[config.mk]
export PLATFORM = sky130hd
export DESIGN_NAME = ram_arbiter_flat
export DESIGN_NICKNAME = d
export VERILOG_FILES = /design/src/rtl/ram_arbiter_pkg.sv /design/src/rtl/ram_arbiter_if.sv /design/src/rtl/misalign_check.sv /design/src/rtl/ram_arbiter.sv /design/src/flat_wrapper.sv
export SDC_FILE = /design/constraint.sdc
export NUM_CORES = 1
export LEC_CHECK = 0
export CAP_MARGIN = 20
export CELL_PAD_IN_SITES_DETAIL_PLACEMENT = 1
export CELL_PAD_IN_SITES_GLOBAL_PLACEMENT = 1
export CORE_AREA = 10 10 153 112
export DETAILED_ROUTE_END_ITERATION = 8
export DIE_AREA = 0 0 163 122
export GPL_ROUTABILITY_DRIVEN = 0
export GPL_TIMING_DRIVEN = 1
export HOLD_SLACK_MARGIN = 0.02
export PLACE_DENSITY_LB_ADDON = 0.1
export SLEW_MARGIN = 30
export SYNTH_ARGS = -nofsm -noshare
export SYNTH_HDL_FRONTEND = slang
export SYNTH_SLANG_ARGS = --single-unit
[constraint.sdc]
create_clock -name clk -period 3.5 [get_ports clk]
set_clock_uncertainty 0.05 [all_clocks]
set_input_delay 0.525 -clock clk [delete_from_list [all_inputs] [get_ports clk]]
set_output_delay 0.525 -clock clk [all_outputs]
set_load 0.01 [all_outputs]
[src/rtl/ram_arbiter_pkg.sv]
`default_nettype none
// ============================================================================
// Module : ram_arbiter_pkg
// Brief  : Shared encodings and defaults for the fetch/data RAM arbiter.
// Rev    : 1.0
// ============================================================================
package ram_arbiter_pkg;

   typedef enum logic [2:0] {
      F3_LB  = 3'b000,
      F3_LH  = 3'b001,
      F3_LW  = 3'b010,
      F3_LBU = 3'b100,
      F3_LHU = 3'b101
   } f3Ld;

   typedef enum logic [2:0] {
      F3_SB = 3'b000,
      F3_SH = 3'b001,
      F3_SW = 3'b010
   } f3St;

   typedef enum logic [0:0] {
      D_PRI  = 1'b0,
      IF_PRI = 1'b1
   } prio_state_e;

   localparam int MAX_WAIT_DEFAULT = 4;

   // Unsigned loads have no store counterpart, so legality depends on the access kind.
   function automatic logic f3_legal(input logic [2:0] f3, input logic is_store);
      logic ok;
      ok = 1'b0;
      case (f3)
         F3_LB, F3_LH, F3_LW: ok = 1'b1;
         F3_LBU, F3_LHU:      ok = ~is_store;
         default:             ok = 1'b0;
      endcase
      return ok;
   endfunction

endpackage
`default_nettype wire

[src/rtl/ram_arbiter_if.sv]
`default_nettype none
// ============================================================================
// Module : ram_arbiter_if
// Brief  : Fetch, data and RAM-side signal bundle for the RAM arbiter.
// Rev    : 1.0
// ============================================================================
interface ram_arbiter_if;

   logic        if_req;
   logic [31:0] if_addr;
   logic        if_gnt;
   logic        if_rvalid;
   logic [31:0] if_rdata;

   logic        d_req;
   logic        d_load;
   logic        d_store;
   logic [2:0]  d_funct3;
   logic [31:0] d_addr;
   logic [31:0] d_wdata;
   logic        d_gnt;
   logic        d_rvalid;
   logic [31:0] d_rdata;
   logic        d_fault;

   logic        ram_load;
   logic        ram_store;
   logic [2:0]  ram_funct3;
   logic [31:0] ram_addr;
   logic [31:0] ram_wdata;
   logic [31:0] ram_rdata;

   // Requesters and the RAM model together form the environment around the arbiter.
   modport master (
      output if_req, if_addr,
      output d_req, d_load, d_store, d_funct3, d_addr, d_wdata,
      output ram_rdata,
      input  if_gnt, if_rvalid, if_rdata,
      input  d_gnt, d_rvalid, d_rdata, d_fault,
      input  ram_load, ram_store, ram_funct3, ram_addr, ram_wdata
   );

   modport slave (
      input  if_req, if_addr,
      input  d_req, d_load, d_store, d_funct3, d_addr, d_wdata,
      input  ram_rdata,
      output if_gnt, if_rvalid, if_rdata,
      output d_gnt, d_rvalid, d_rdata, d_fault,
      output ram_load, ram_store, ram_funct3, ram_addr, ram_wdata
   );

endinterface
`default_nettype wire

[src/rtl/misalign_check.sv]
`default_nettype none
// ============================================================================
// Module : misalign_check
// Brief  : Flags misaligned or illegal-width data accesses.
// Rev    : 1.0
// ============================================================================
module misalign_check
   import ram_arbiter_pkg::*;
(
   input  wire logic [2:0] funct3_i,
   input  wire logic [1:0] addr_lo_i,
   input  wire logic       store_i,
   output logic            misaligned_o
);

   always_comb begin
      misaligned_o = 1'b0;
      if (!f3_legal(funct3_i, store_i)) begin
         misaligned_o = 1'b1;
      end else begin
         // funct3[1:0] encodes the access size for both signed and unsigned loads.
         case (funct3_i[1:0])
            2'b01:   misaligned_o = addr_lo_i[0];
            2'b10:   misaligned_o = |addr_lo_i;
            default: misaligned_o = 1'b0;
         endcase
      end
   end

endmodule
`default_nettype wire

[src/rtl/ram_arbiter.sv]
`default_nettype none
// ============================================================================
// Module : ram_arbiter
// Brief  : Arbitrates fetch and data requests onto one RAM port, anti-starvation.
// Rev    : 1.0
// ============================================================================
module ram_arbiter
   import ram_arbiter_pkg::*;
#(
   parameter int MAX_WAIT = MAX_WAIT_DEFAULT
) (
   input  wire logic    clk,
   input  wire logic    rst,
   ram_arbiter_if.slave bus
);

   localparam int                 c_cnt_w    = (MAX_WAIT < 1) ? 1 : $clog2(MAX_WAIT + 1);
   localparam logic [c_cnt_w-1:0] c_cnt_max  = c_cnt_w'(MAX_WAIT);
   localparam logic [c_cnt_w-1:0] c_cnt_last = c_cnt_w'(MAX_WAIT - 1);
   localparam logic [c_cnt_w-1:0] c_cnt_one  = c_cnt_w'(1);

   prio_state_e        state_q;
   logic [c_cnt_w-1:0] wait_cnt_q;

   logic               if_rvalid_q;
   logic               d_rvalid_q;
   logic               d_fault_q;
   logic [31:0]        if_rdata_q;
   logic [31:0]        d_rdata_q;

   logic               w_if_gnt;
   logic               w_d_gnt;
   logic               w_misaligned;

   misalign_check u_misalign (
      .funct3_i     (bus.d_funct3),
      .addr_lo_i    (bus.d_addr[1:0]),
      .store_i      (bus.d_store),
      .misaligned_o (w_misaligned)
   );

   always_comb begin
      w_if_gnt = 1'b0;
      w_d_gnt  = 1'b0;
      if (!rst) begin
         if (bus.if_req && (!bus.d_req || state_q == IF_PRI)) begin
            w_if_gnt = 1'b1;
         end else if (bus.d_req) begin
            w_d_gnt = 1'b1;
         end
      end
   end

   // A misaligned data grant is acknowledged but never reaches the RAM.
   always_comb begin
      bus.ram_load   = 1'b0;
      bus.ram_store  = 1'b0;
      bus.ram_funct3 = 3'b000;
      bus.ram_addr   = 32'h0;
      bus.ram_wdata  = 32'h0;
      if (w_if_gnt) begin
         bus.ram_load   = 1'b1;
         bus.ram_funct3 = F3_LW;
         bus.ram_addr   = bus.if_addr & 32'hFFFF_FFFC;
      end else if (w_d_gnt && !w_misaligned) begin
         bus.ram_load   = bus.d_load;
         bus.ram_store  = bus.d_store;
         bus.ram_funct3 = bus.d_funct3;
         bus.ram_addr   = bus.d_addr;
         bus.ram_wdata  = bus.d_wdata;
      end
   end

   always_ff @(posedge clk) begin
      if (rst) begin
         state_q    <= D_PRI;
         wait_cnt_q <= '0;
      end else begin
         if (!bus.if_req || w_if_gnt) begin
            wait_cnt_q <= '0;
         end else if (wait_cnt_q != c_cnt_max) begin
            wait_cnt_q <= wait_cnt_q + c_cnt_one;
         end

         case (state_q)
            D_PRI: begin
               if (bus.if_req && !w_if_gnt && wait_cnt_q == c_cnt_last) begin
                  state_q <= IF_PRI;
               end
            end
            IF_PRI: begin
               if (w_if_gnt) begin
                  state_q <= D_PRI;
               end
            end
            default: state_q <= D_PRI;
         endcase
      end
   end

   always_ff @(posedge clk) begin
      if (rst) begin
         if_rvalid_q <= 1'b0;
         d_rvalid_q  <= 1'b0;
         d_fault_q   <= 1'b0;
         if_rdata_q  <= 32'h0;
         d_rdata_q   <= 32'h0;
      end else begin
         if_rvalid_q <= w_if_gnt;
         d_rvalid_q  <= w_d_gnt;
         d_fault_q   <= w_d_gnt & w_misaligned;
         if (w_if_gnt) begin
            if_rdata_q <= bus.ram_rdata;
         end
         if (w_d_gnt) begin
            d_rdata_q <= (w_misaligned || bus.d_store) ? 32'h0 : bus.ram_rdata;
         end
      end
   end

   // Gating with rst drops a response whose grant edge precedes a reset cycle.
   assign bus.if_gnt    = w_if_gnt;
   assign bus.d_gnt     = w_d_gnt;
   assign bus.if_rvalid = if_rvalid_q & ~rst;
   assign bus.d_rvalid  = d_rvalid_q & ~rst;
   assign bus.d_fault   = d_fault_q & ~rst;
   assign bus.if_rdata  = rst ? 32'h0 : if_rdata_q;
   assign bus.d_rdata   = rst ? 32'h0 : d_rdata_q;

endmodule
`default_nettype wire

[src/flat_wrapper.sv]
// flat-port wrapper written by rule: the top's interface ports become plain ports
module ram_arbiter_flat import ram_arbiter_pkg::*;
#(
   parameter int MAX_WAIT = MAX_WAIT_DEFAULT
)
  (clk, rst, bus_if_req, bus_if_addr, bus_d_req, bus_d_load, bus_d_store, bus_d_funct3, bus_d_addr, bus_d_wdata, bus_ram_rdata, bus_if_gnt, bus_if_rvalid, bus_if_rdata, bus_d_gnt, bus_d_rvalid, bus_d_rdata, bus_d_fault, bus_ram_load, bus_ram_store, bus_ram_funct3, bus_ram_addr, bus_ram_wdata);
  ram_arbiter_if bus_i ();
  input  wire logic clk;
  input  wire logic rst;
  input wire logic [$bits(bus_i.if_req)-1:0] bus_if_req;
  input wire logic [$bits(bus_i.if_addr)-1:0] bus_if_addr;
  input wire logic [$bits(bus_i.d_req)-1:0] bus_d_req;
  input wire logic [$bits(bus_i.d_load)-1:0] bus_d_load;
  input wire logic [$bits(bus_i.d_store)-1:0] bus_d_store;
  input wire logic [$bits(bus_i.d_funct3)-1:0] bus_d_funct3;
  input wire logic [$bits(bus_i.d_addr)-1:0] bus_d_addr;
  input wire logic [$bits(bus_i.d_wdata)-1:0] bus_d_wdata;
  input wire logic [$bits(bus_i.ram_rdata)-1:0] bus_ram_rdata;
  output wire logic [$bits(bus_i.if_gnt)-1:0] bus_if_gnt;
  output wire logic [$bits(bus_i.if_rvalid)-1:0] bus_if_rvalid;
  output wire logic [$bits(bus_i.if_rdata)-1:0] bus_if_rdata;
  output wire logic [$bits(bus_i.d_gnt)-1:0] bus_d_gnt;
  output wire logic [$bits(bus_i.d_rvalid)-1:0] bus_d_rvalid;
  output wire logic [$bits(bus_i.d_rdata)-1:0] bus_d_rdata;
  output wire logic [$bits(bus_i.d_fault)-1:0] bus_d_fault;
  output wire logic [$bits(bus_i.ram_load)-1:0] bus_ram_load;
  output wire logic [$bits(bus_i.ram_store)-1:0] bus_ram_store;
  output wire logic [$bits(bus_i.ram_funct3)-1:0] bus_ram_funct3;
  output wire logic [$bits(bus_i.ram_addr)-1:0] bus_ram_addr;
  output wire logic [$bits(bus_i.ram_wdata)-1:0] bus_ram_wdata;
  assign bus_i.if_req = bus_if_req;
  assign bus_i.if_addr = bus_if_addr;
  assign bus_i.d_req = bus_d_req;
  assign bus_i.d_load = bus_d_load;
  assign bus_i.d_store = bus_d_store;
  assign bus_i.d_funct3 = bus_d_funct3;
  assign bus_i.d_addr = bus_d_addr;
  assign bus_i.d_wdata = bus_d_wdata;
  assign bus_i.ram_rdata = bus_ram_rdata;
  assign bus_if_gnt = bus_i.if_gnt;
  assign bus_if_rvalid = bus_i.if_rvalid;
  assign bus_if_rdata = bus_i.if_rdata;
  assign bus_d_gnt = bus_i.d_gnt;
  assign bus_d_rvalid = bus_i.d_rvalid;
  assign bus_d_rdata = bus_i.d_rdata;
  assign bus_d_fault = bus_i.d_fault;
  assign bus_ram_load = bus_i.ram_load;
  assign bus_ram_store = bus_i.ram_store;
  assign bus_ram_funct3 = bus_i.ram_funct3;
  assign bus_ram_addr = bus_i.ram_addr;
  assign bus_ram_wdata = bus_i.ram_wdata;
  ram_arbiter #(.MAX_WAIT(MAX_WAIT)) u_core (.clk(clk), .rst(rst), .bus(bus_i));
endmodule
==> Word-level counts from Yosys, hierarchy flattened <==
Index checks and enable logic that the tools add are counted.
{ "word_totals": {"ff_bits": 71, "inputBits": 137, "out_inout_bits": 138, "wordCells": 63} }
{ "op_classes": {"add_sub_neg": 1, "n_eq_ne": 8, "n_mux": 24, "n_bitwise": 7, "reduce_logical": 16} }
{ "ops": {"columns": ["operator", "n"], "rows": [
  ["two-way mux 32 bit", 7],
  ["two-way mux 1 bit", 12],
  ["equality test 3 x 2 -> 1 bit, second input constant", 2],
  ["equality test 3 bit, second input constant", 2],
  ["two-way mux 3 bit", 2],
  ["case mux 1 bit (2 select lines)", 3],
  ["OR reduction 2 bit", 3],
  ["AND 1 bit", 4],
  ["logical AND 1 bit", 4],
  ["zero test 1 bit", 4],
  ["adder 3 x 1 -> 3 bit, second input constant", 1],
  ["equality test 3 x 1 -> 1 bit, second input constant", 1],
  ["zero test 3 bit", 1],
  ["logical OR 1 bit", 3],
  ["inequality test 3 bit, second input constant", 1],
  ["inverter 1 bit", 3],
  ["OR reduction 3 bit", 1],
  ["equality test 2 x 1 -> 1 bit, second input constant", 1],
  ["equality test 2 bit, second input constant", 1]
]} }

==> Depth between registers and ports, before layout <==
{ "depth": {"ltp_word": 10, "mapped_depth": 8, "depth_no_buf": 6} }

==> By module <==
Synthesis repeated with hierarchy kept, for this count alone.
{ "unflattened": {"hier_cells": 409, "hier_area_um2": 3627.2} }
{ "modules_own_cells": {"columns": ["module", "instances", "cells_per_inst", "area_per_inst_um2", "seq_area_each_um2"], "rows": [
  ["ram_arbiter", 1, 399, 3542.1, 1421.4],
  ["misalign_check", 1, 10, 85.1, 0.0]
]} }

==> Worst setup path before layout <==
OpenSTA, ideal clock, no wires.
{ "synth_timing": {"path_type": "input to output", "startpoint": "in bus_d_funct3[0]", "endpoint": "out bus_ram_addr[10]", "arrival_time_ns": 1.783, "required_time_ns": 2.925, "path_slack_ns": 1.142, "path_stages": 8, "n_path_buf": 2, "cell_sequence": "inv_1 ha_1 nor2b_1 o311ai_4 nor3_2 buf_4 buf_6 a22o_1"} }
{ "synth_via": {"elab_chain_cells": 8, "elab_cells_between_ends": 16, "classes_between": "eq/ne: 6; mux: 5; reduce/logical: 5"} }
{ "synth_rtl": {"columns": ["item", "line_no", "source"], "rows": [
  ["from (decl)", "flat_wrapper.sv:15", "input wire logic [$bits(bus_i.d_funct3)-1:0] bus_d_funct3;"],
  ["equality test 3 x 1 -> 1 bit, or another cell as far along", "ram_arbiter_pkg.sv:34", "case (f3)"],
  ["OR reduction 3 bit / OR reduction 2 bit (equally long branches)", "ram_arbiter_pkg.sv:34", null],
  ["case mux 1 bit (2 select lines)", "ram_arbiter_pkg.sv:34", null],
  ["two-way mux 1 bit *", "misalign_check.sv:18", "if (!f3_legal(funct3_i, store_i)) begin"],
  ["zero test 1 bit *", "ram_arbiter.sv:65", "end else if (w_d_gnt && !w_misaligned) begin"],
  ["logical AND 1 bit *", "ram_arbiter.sv:65", null],
  ["two-way mux 32 bit *", "ram_arbiter.sv:65", null],
  ["two-way mux 32 bit *", "ram_arbiter.sv:61", "if (w_if_gnt) begin"],
  ["to (decl)", "flat_wrapper.sv:29", "output wire logic [$bits(bus_i.ram_addr)-1:0] bus_ram_addr;"]
]} }
Every way passes the cells marked *; elsewhere a longest branch is shown, timed or not.

==> Worst setup path after layout <==
{ "layout_timing": {"startpoint": "in bus_d_funct3[0]", "endpoint": "out bus_ram_wdata[27]"} }
{ "layout_via": {"elab_chain_cells": 8, "elab_cells_between_ends": 16, "classes_between": "eq/ne: 6; mux: 5; reduce/logical: 5"} }
{ "layout_rtl": {"columns": ["item", "line_no", "source"], "rows": [
  ["equality test 3 x 1 -> 1 bit, or another cell as far along", "ram_arbiter_pkg.sv:34", null],
  ["OR reduction 3 bit / OR reduction 2 bit (equally long branches)", "ram_arbiter_pkg.sv:34", null],
  ["case mux 1 bit (2 select lines)", "ram_arbiter_pkg.sv:34", null],
  ["two-way mux 1 bit *", "misalign_check.sv:18", null],
  ["zero test 1 bit *", "ram_arbiter.sv:65", null],
  ["logical AND 1 bit *", "ram_arbiter.sv:65", null],
  ["two-way mux 32 bit *", "ram_arbiter.sv:65", null],
  ["two-way mux 32 bit *", "ram_arbiter.sv:61", null],
  ["to (decl)", "flat_wrapper.sv:30", "output wire logic [$bits(bus_i.ram_wdata)-1:0] bus_ram_wdata;"]
]} }
Marks and branches as above.

==> results.cfg <==
[cells_and_area]
final_area_sq_um = 6900
finish.utilization_pct = 48.1
nets = 786
drive_gt1_share_pct = 10.8
diodes = 0
final_cells = 843
area_growth_pct = 97.9

[detailed_routing]
drt-initial-drc-count = 109
post_drt_wl_per_cell_um = 20.1
finalWirelength_um = 17000
antenna_left = 0
viasPerCell = 4.43
post-route-drc-count = 0
dr.pass1.iters = 4
route.vias.total = 3733

[hold_path]
min_delay_path_depth = 2
hp-class = reg -> reg

[timing]
hold_slack_ns = 0.409
finalHoldViolCount = 0
worst_pin_slew_ns = 0.422
tns_ns = 0
setup_violations = 0
post-route-period-util_pct = 97.9
max_freq_ghz = 0.292
slew-limit-headroom_pct = 71.9
final_max_slew_viol_count = 0
finalCriticalPeriod_ns = 3.43

[die]
dieArea_sq_um = 19900
start_util_pct = 24.3
core_sq_um = 14400
rows = 37
die_h_um = 122
pin_count = 275
die_w_um = 163

[yosys]
synth-seq-area-share_pct = 40.8
ys_warn_count = 0
syn_nets = 514
yosysMostFrequentCell = dfxtp_1
yosys-top-cells-count = dfxtp_1, and2_1, inv_1, nor2b_1, nand2_1
syn_area_sq_um = 3490
yosysTopAreaCell = dfxtp_1
synth_area_per_cell_sq_um = 9.40
synthFlopType = dfxtp_1
synth_cells = 371
yosys.area.top_type_share_pct = 40.8
async_flop_share_pct = 0
synth.area.top_cells = dfxtp_1, mux2_2, o2bb2ai_1
synth-seq-cells = 71
synth-edff-count = 0
ys_types = 29

[worst_setup_path]
critPathMaxFanout = 21
critical_path_depth = 10
crit_chain = clkdlybuf4s50_1 -> inv_1 -> ha_1 -> nor2b_2 -> o311ai_4 -> nor3_4 -> buf_4 -> clkbuf_16 -> and2_1 -> clkdlybuf4s50_1
path_common_cell = clkdlybuf4s50_1
r2r_slack_ns = 1.73
cp_data_required_time_ns = 2.92
startpoint_type = input port
arrival_ns = 2.85
critPathMaxStageDelay_ns = 0.51
reg2regPathDepth = 7
worstSetupEndpointType = primary output
cpLargestDelayFamily = buffers and inverters
crit_buf_inv = 5
critical_path_class = in -> out
slowest_stage = clkdlybuf4s50_1

[placement]
hpwlAfterDp_um = 13800
place_inst = 823
portBuffers = 272
placed_area_sq_um = 6440

[cts]
cts_tree = done
numCtsBuffers = 9
path_clk_slew_ns = 0.06
cts.htree.levels = 3
clockBufferDepth = 2
clkSinkCount = 71
cts_root_buf = clkbuf_16
insertion_delay_ns = 0.32

[run_status]
status = completed

[flow_run]
cap_violations = 0

[global_route]
met3_usage_pct = 8.49
track_usage_pct = 16.3
grt_max_degree = 59
first_global_vias = 4114
antenna_found_initial = 2
use_met1_pct = 17.1
overflow = 0
grt_pass1_wl_um = 25200
met2_usage_pct = 28.7
grt_busiest_layer = met2

[power_and_ir_drop]
leakagePower_nw = 3.24
powerDensity_nw_per_um2 = 341
ir_drop_uv = 224
==> logic make-up after synthesis <==
group / share of synthesized area (%)
AND/OR/NAND/NOR: 19.4
AO/OA/AOI/OAI: 18.6
flip-flops: 40.8
buffers and inverters: 8.47
multiplexers: 10.3
adder cells (fa/ha/maj): 2.15
XOR/XNOR: 0.251
==> through the flow <==
stage	worst slack [ns]	power, mW
2_1_floorplan	1.14	1.02
3_5_place_dp	0.0375	1.33
5_1_grt	-0.0141	2.46
4_1_cts	0.0262	2.40
3_3_place_gp	0.106	1.31
6_report	0.0731	2.36
==> worst min-delay path: cells and delay by family, from the launching register on <==
| family | cells | cell delay, ns |
|---|---|---|
| and+or+nand+nor | 1 | 0.06 |
| AOI/OAI and AO/OA | 1 | 0.05 |
| DFF | 1 | 0.30 |
==> metal layers <==
metal  up-vias  wire [um]
li1       1798          -
met1      1763       6390
met2       150       8600
met3        18       1770
met4         4        195
met5         -         26
==> cell usage in the layout (no fill, tap or decap), types with 2 or more instances in the layout <==
master,netlist,routed
nand3_1,3,3
inv_1,38,38
nor4_1,2,2
and2_1,38,38
nor3_4,0,2
ha_1,6,6
nor2b_1,37,36
clkdlybuf4s50_1,0,247
mux2_2,32,32
o2bb2ai_1,32,32
dlymetal6s2s_1,0,25
dfxtp_1,71,71
buf_4,4,12
a22o_1,30,30
nand2_1,36,36
a21oi_1,3,3
buf_12,0,2
clkbuf_16,0,10
bufinv_16,0,3
a21o_1,2,2
==> layout make-up <==
class	instances	area, sq um
fillers	1613	7450
well taps	195	244
repair buffers	288	2950
clock inverters	5	104
clock buffers	11	243
flip-flops and latches	71	1420
inverters	39	146
multi-input cells	234	1790
==> final timing paths <==
kind / startpoint / to
max: bus_d_funct3[0] / bus_ram_wdata[27]
max reg2reg: u_core.state_q$_SDFF_PP0_ / u_core.d_rdata_q[6]$_SDFFE_PP0N_
min reg2reg: u_core.d_rdata_q[12]$_SDFFE_PP0N_ / u_core.d_rdata_q[12]$_SDFFE_PP0N_
min: u_core.d_rdata_q[12]$_SDFFE_PP0N_ / u_core.d_rdata_q[12]$_SDFFE_PP0N_
==> power by group <==
group | internal, mW | switching [mW]
sequential | 0.841 | 0.00739
clock | 0.717 | 0.337
combinational | 0.284 | 0.170
==> timing repair <==
item                                    in CTS  in global routing
hold buffers                                 0                  0
endpoints found under the setup margin       0                 66
setup buffers                                0                  3
gates resized for setup                      0                 27
==> state kept, by name, summed over array words and instances (netlist names) <==
register            flops
u_core.d_fault_q        1
u_core.d_rdata_q       32
u_core.d_rvalid_q       1
u_core.if_rdata_q      32
u_core.if_rvalid_q      1
u_core.state_q          1
u_core.wait_cnt_q       3
(Power assumes the default switching activity.)
